File: config.mk
export PLATFORM = sky130hd
export DESIGN_NAME = dsp_sub_i8_4_pipe
export DESIGN_NICKNAME = d
export VERILOG_FILES = /design/src/rtl/dsp_simd_pkg.sv /design/src/rtl/dsp_pipe_reg.sv /design/src/rtl/dsp_sub_i8_4_pipe.sv
export SDC_FILE = /design/constraint.sdc
export NUM_CORES = 1
export LEC_CHECK = 0
export CORE_MARGIN = 1
export CORE_UTILIZATION = 50
export DETAILED_ROUTE_END_ITERATION = 12
export PLACE_DENSITY = 0.76
export SLEW_MARGIN = 5
export SYNTH_ARGS = -nofsm -noshare
export SYNTH_HDL_FRONTEND = slang
export SYNTH_HIERARCHICAL = 1
export SYNTH_SLANG_ARGS = --single-unit
File: constraint.sdc
create_clock -name clock -period 1.74 [get_ports clock]
set_input_delay 0.348 -clock clock [delete_from_list [all_inputs] [get_ports clock]]
set_output_delay 0.348 -clock clock [all_outputs]
set_load 0.01 [all_outputs]
File: src/rtl/dsp_simd_pkg.sv
// Shared SIMD lane geometry: 4 x i8 lanes carried in 12-bit slots of a 48-bit word.
// Pack/unpack helpers plus the per-slot subtract used by the pipeline datapath.
package dsp_simd_pkg;

  localparam int LANE_W = 8;
  localparam int SLOT_W = 12;
  localparam int LANES  = 4;
  localparam int WORD_W = LANES * SLOT_W;

  typedef logic [LANE_W-1:0]               lane_t;
  typedef logic [LANES-1:0][LANE_W-1:0]    lanes_t;
  typedef logic [LANES-1:0][SLOT_W-1:0]    word_t;

  typedef struct packed {
    word_t a;
    word_t b;
  } opnd_t;

  typedef struct packed {
    logic [LANES-1:0] ovf;
    lanes_t           y;
  } rslt_t;

  function automatic word_t pack_lanes(input lanes_t v);
    word_t w;
    for (int i = 0; i < LANES; i++) begin
      w[i] = {{(SLOT_W-LANE_W){v[i][LANE_W-1]}}, v[i]};
    end
    return w;
  endfunction

  function automatic lanes_t unpack_lanes(input word_t w);
    lanes_t v;
    for (int i = 0; i < LANES; i++) begin
      v[i] = w[i][LANE_W-1:0];
    end
    return v;
  endfunction

  // Returns {ovf, y}. Slot headroom keeps the borrow inside the slot, so bit 8
  // disagreeing with bit 7 is exactly "result left the i8 range".
  function automatic logic [LANE_W:0] slot_sub(input logic [SLOT_W-1:0] a,
                                               input logic [SLOT_W-1:0] b,
                                               input logic              sat);
    logic [SLOT_W-1:0] d;
    logic              ov;
    lane_t             y;
    d  = a - b;
    ov = d[LANE_W] ^ d[LANE_W-1];
    y  = d[LANE_W-1:0];
    if (sat && ov) begin
      y = d[SLOT_W-1] ? {1'b1, {(LANE_W-1){1'b0}}} : {1'b0, {(LANE_W-1){1'b1}}};
    end
    return {ov, y};
  endfunction

endpackage

File: src/rtl/dsp_pipe_reg.sv
// Elastic valid/ready register slice of parameterised data width.
// Latency: 1 cycle. Backpressure: accepts when empty or when draining this cycle; holds data while stalled.
module dsp_pipe_reg #(
  parameter int DW = 8
) (
  input  logic          clock,
  input  logic          reset,
  input  logic          up_vld,
  output logic          up_rdy,
  input  logic [DW-1:0] up_dat,
  output logic          dn_vld,
  input  logic          dn_rdy,
  output logic [DW-1:0] dn_dat
);

  assign up_rdy = !dn_vld || dn_rdy;

  always_ff @(posedge clock) begin
    if (!reset) begin
      dn_vld <= 1'b0;
      dn_dat <= '0;
    end else if (up_rdy) begin
      dn_vld <= up_vld;
      if (up_vld) begin
        dn_dat <= up_dat;
      end
    end
  end

endmodule

File: src/rtl/dsp_sub_i8_4_pipe.sv
// 4-lane signed i8 subtract with per-lane overflow; DSP_SUB_SAT_EN selects saturation over wrap.
// Latency: 2 cycles (operand reg, result reg), one result per cycle.
// Backpressure: elastic valid/ready; in_ready drops only when both stages are full and out_ready is low.
module dsp_sub_i8_4_pipe #(
  parameter int LANES = 4,
  parameter int WIDTH = 8
) (
  input  logic                    clock,
  input  logic                    reset,
  input  logic                    in_valid,
  output logic                    in_ready,
  input  logic signed [WIDTH-1:0] a_0,
  input  logic signed [WIDTH-1:0] a_1,
  input  logic signed [WIDTH-1:0] a_2,
  input  logic signed [WIDTH-1:0] a_3,
  input  logic signed [WIDTH-1:0] b_0,
  input  logic signed [WIDTH-1:0] b_1,
  input  logic signed [WIDTH-1:0] b_2,
  input  logic signed [WIDTH-1:0] b_3,
  output logic                    out_valid,
  input  logic                    out_ready,
  output logic signed [WIDTH-1:0] y_0,
  output logic signed [WIDTH-1:0] y_1,
  output logic signed [WIDTH-1:0] y_2,
  output logic signed [WIDTH-1:0] y_3,
  output logic [LANES-1:0]        ovf
);

  import dsp_simd_pkg::*;

`ifdef DSP_SUB_SAT_EN
  localparam bit SAT_EN = 1'b1;
`else
  localparam bit SAT_EN = 1'b0;
`endif

  opnd_t s1_in_dat;
  opnd_t s1_dat;
  rslt_t s2_in_dat;
  rslt_t s2_dat;
  logic  s1_vld;
  logic  s1_rdy;

  assign s1_in_dat.a = pack_lanes({a_3, a_2, a_1, a_0});
  assign s1_in_dat.b = pack_lanes({b_3, b_2, b_1, b_0});

  dsp_pipe_reg #(.DW($bits(opnd_t))) u_s1 (
    .clock  (clock),
    .reset  (reset),
    .up_vld (in_valid),
    .up_rdy (in_ready),
    .up_dat (s1_in_dat),
    .dn_vld (s1_vld),
    .dn_rdy (s1_rdy),
    .dn_dat (s1_dat)
  );

  // Each lane subtracts in its own slot; no borrow path between slots.
  always_comb begin
    s2_in_dat = '0;
    for (int i = 0; i < LANES; i++) begin
      {s2_in_dat.ovf[i], s2_in_dat.y[i]} = slot_sub(s1_dat.a[i], s1_dat.b[i], SAT_EN);
    end
  end

  dsp_pipe_reg #(.DW($bits(rslt_t))) u_s2 (
    .clock  (clock),
    .reset  (reset),
    .up_vld (s1_vld),
    .up_rdy (s1_rdy),
    .up_dat (s2_in_dat),
    .dn_vld (out_valid),
    .dn_rdy (out_ready),
    .dn_dat (s2_dat)
  );

  assign y_0 = s2_dat.y[0];
  assign y_1 = s2_dat.y[1];
  assign y_2 = s2_dat.y[2];
  assign y_3 = s2_dat.y[3];
  assign ovf = s2_dat.ovf;

endmodule
== Word-level counts from Yosys, hierarchy flattened ==
Cells that the tools add are included.

* Flip-flop bits (word level): 130
* Latch bits: 0
* RAM bits: 0
* ROM bits: 0
* Output and inout bits: 38
* Word-level logic and storage cells: 18
* Memories kept: 0

* Add/subtract/negate cells: 4
* $mul: 0
* Divide/modulo/power cells: 0
* $lt $le $gt $ge: 0
* Equal/unequal tests: 0
* Shift-type cells: 0
* Mux-type cells: 0
* Bitwise gates (word level): 4
* Reduce and logical (&&, ||, !) cells: 6

{| class="wikitable"
|+ Operators with widths
! operator !! count
|-
| 9-bit subtractor || 4
|-
| 2-bit AND reduction || 2
|-
| 1-bit bitwise XOR || 4
|-
| 1-bit logical NOT || 2
|-
| 1-bit logical OR || 2
|}

== Depth between registers and ports, before layout ==
* Word-level depth: 4
* Gate-level depth with buffers: 10
* Depth with buffers taken out: 10

== Modules after synthesis ==
The synthesis kept the hierarchy.

{| class="wikitable"
|+ Modules (own cells, without submodules)
! module !! instances !! cells an instance !! area an instance (µm²) !! seq. area each (µm²)
|-
| dsp_pipe_reg (u_s1) || 1 || 421 || 3,828.7 || 1,941.9
|-
| dsp_sub_i8_4_pipe || 1 || 240 || 1,760.4 || 0.0
|-
| dsp_pipe_reg (u_s2) || 1 || 161 || 1,517.7 || 740.7
|}

== Least setup slack after synthesis ==
Ideal clock, no wire load.

* Kind: register to register
* From: register u_s1.dn_dat[48]
* To: register u_s2.dn_dat[32]
* Data arrival time: 1.804 ns
* Data required time: 1.668 ns
* Slack: -0.136 ns
* Stages on the path, launching flop included: 11
* Buffers on the path: 0
* Path through: dfxtp_1 inv_1 ha_1 fa_1 nand2b_1 a21oi_1 and3_2 o21ai_0 xnor2_1 nand2_1 mux2i_1

{| class="wikitable"
|+ RTL lines
! element !! line !! source
|-
| start: declaration || dsp_pipe_reg.sv:13 || <nowiki>output logic [DW-1:0] dn_dat</nowiki>
|-
| start signal: assignment || dsp_pipe_reg.sv:25 || <nowiki>dn_dat <= up_dat;</nowiki>
|-
| end signal: assignment || dsp_pipe_reg.sv:25 ||
|-
| end: declaration || dsp_pipe_reg.sv:13 ||
|}

==> reports/metrics.cfg <==
[run_status]
status=finished with violations
violations=negative setup slack

[setup_path]
cp-end-kind=register
arrival_ns=2.15
worstSetupStartpointType=register
critical_path_class=reg -> reg
crit_fanout=4
cp_data_required_time_ns=2.02

[floorplanning]
die_y_um=113
dieWidth_um=113
die-area_sq_um=12900
initial_utilization_pct=51.5
boundaryPins=106
core_area_sq_um=12100
num_rows=40

[pwr]
vdd_ir_drop_max_mv=0.488
p_leak_nw=3.60
power.total_w=0.00720
power.share.sequential_pct=39.6
p_sw_share_pct=29.5
pwr_density_cell_nw_per_um2=840
p_int_w=0.00507
p_sw_w=0.00213
pwr-share-clk_pct=27.0
comb_power_share_pct=33.4

[sta]
relSlewSlack_pct=75.8
setup_viol=10
finalClockSkew_ns=0.00651
hold_violations=0
grt_setup_unrepaired=true
min_period_over_period_pct=108
setup_ws_ns=-0.135
period_needed_ns=1.87
slew_violations=0
max_slew.worst_pin.slew_ns=0.362
fmax_mhz=533

[clock_tree]
clkSinkCount=110
clk_path_buf_depth=2
cts_buffers=9
htreeDepth=3
cts_hold_buf=0
root_buffer=clkbuf_16
clock_latency_ns=0.35
cts_tree=built
clkTransAtPathRegs_ns=0.07

[synthesis]
syn-cell-area_sq_um=6210
netlist_instances=726
synth_area_per_cell_sq_um=8.55
postSynthNetCount=830
synth-warning-count=6

[placed_design]
placed_cells=992
hpwlAfterDp_um=9300
gp_congestion=0.839
dp_slack_ns=-0.175
io_buffers=105

[global_route]
grt_max_degree=79
grt_pass1_vias=5089
antenna_found_initial=0
grt_use_met3_pct=3.51
grt_usage_pct=22.0
overflow=0
busiest_layer=met2
use_met1_pct=26.0
met2_usage_pct=40.0
grt_pass1_wl_um=22800

[run]
maxCapViolations=0

[hold_path]
hp-class=reg -> reg

[detailed_routing]
drt-initial-drc-count=252
detail_route.first_pass.iterations=4
drc=0
viasPerCell=4.97
vias=5153
avgRoutedWirePerCell_um=13.9
ant_nets=0
wl_um=14400

[cells_and_area]
num_antenna_cells=0
fin_cells=1036
syn_to_final_growth_pct=38.1
num-nets-final=968
drive_above_1_share_pct=23.3

[layout by cell type (no fill, tap or decap), types with 19 or more instances in the layout]
cell type,instances
nand2_1,228
mux2i_1,108
clkdlybuf4s50_1,103
dfxtp_1,82
buf_4,50
inv_1,33
dfxtp_2,28
a21oi_1,21
ha_4,20
xnor2_1,19
[worst max-delay path, stage by stage, from the launching register on]
cell and delay, ns:
dfxtp_2 0.33, inv_2 0.04, ha_4 0.28, o211ai_1 0.09, a21o_1 0.18, and3_4 0.16, a2111oi_4 0.35, xnor2_1 0.16
nand2_1 0.07, mux2i_1 0.13
[registers in the layout, indices dropped and copies added, names as in the netlist]
name,count
u_s2/dn_dat,36
u_s1/dn_vld,1
u_s1/dn_dat,72
u_s2/dn_vld,1
[area by class of cell]
class	instances	area [sq um]
flip-flops and latches	110	2240
fillers	870	3490
inverters	50	188
clock buffers	14	264
well taps	168	210
clock inverters	1	5.00
multi-input cells	522	4000
repair buffers	171	1670
[power by group through the flow]
stage	Combinational (W)	Sequential, W	Clock, W
6_report	0.00241	0.00285	0.00194
3_3_place_gp	0.00196	0.00288	0
5_1_grt	0.00260	0.00287	0.00207
4_1_cts	0.00223	0.00285	0.00197
3_5_place_dp	0.00202	0.00289	0
2_1_floorplan	0.00134	0.00291	0
[through the flow]
stage               TNS [ns]  cell area [sq um]  utilization [%]  hold WS [ns]
floorplan            -0.0274               6390                -         0.435
global placement       -7.12               7730             64.1         0.443
detailed placement     -9.59               7730             64.1         0.446
CTS                   -0.564               8380             69.5         0.459
global route           -1.78               8570             71.0         0.473
finish                -0.661               8570             71.0         0.456
[repair_timing]
item / in CTS / in global routing
endpoints found under the setup margin: 9 / 16
gates resized for setup: 53 / 38
setup buffers: 25 / 5
pin swaps: 40 / 18
[worst paths after layout]
check / depth (start not counted) / from / endpoint / slack, ns
setup / recovery: 9 / u_s1/dn_dat[4]$_SDFFE_PN0P_ / u_s2/dn_dat[32]$_SDFFE_PN0P_ / -0.13
hold / removal: 2 / u_s1/dn_dat[2]$_SDFFE_PN0P_ / u_s1/dn_dat[2]$_SDFFE_PN0P_ / 0.46
setup reg to reg: 9 / u_s1/dn_dat[4]$_SDFFE_PN0P_ / u_s2/dn_dat[32]$_SDFFE_PN0P_ / -0.13
hold reg to reg: 2 / u_s1/dn_dat[2]$_SDFFE_PN0P_ / u_s1/dn_dat[2]$_SDFFE_PN0P_ / 0.46
[per-layer routing]
| metal | part of all wire [%] | vias to the layer above | routed length (um) |
|---|---|---|---|
| met5 | 0 | - | 0 |
| met4 | 1.6 | 0 | 227 |
| met3 | 3.2 | 18 | 460 |
| met2 | 51 | 99 | 7300 |
| met1 | 44 | 2398 | 6380 |
| li1 | - | 2638 | - |
Note: power is estimated with default switching activity, not from simulation.
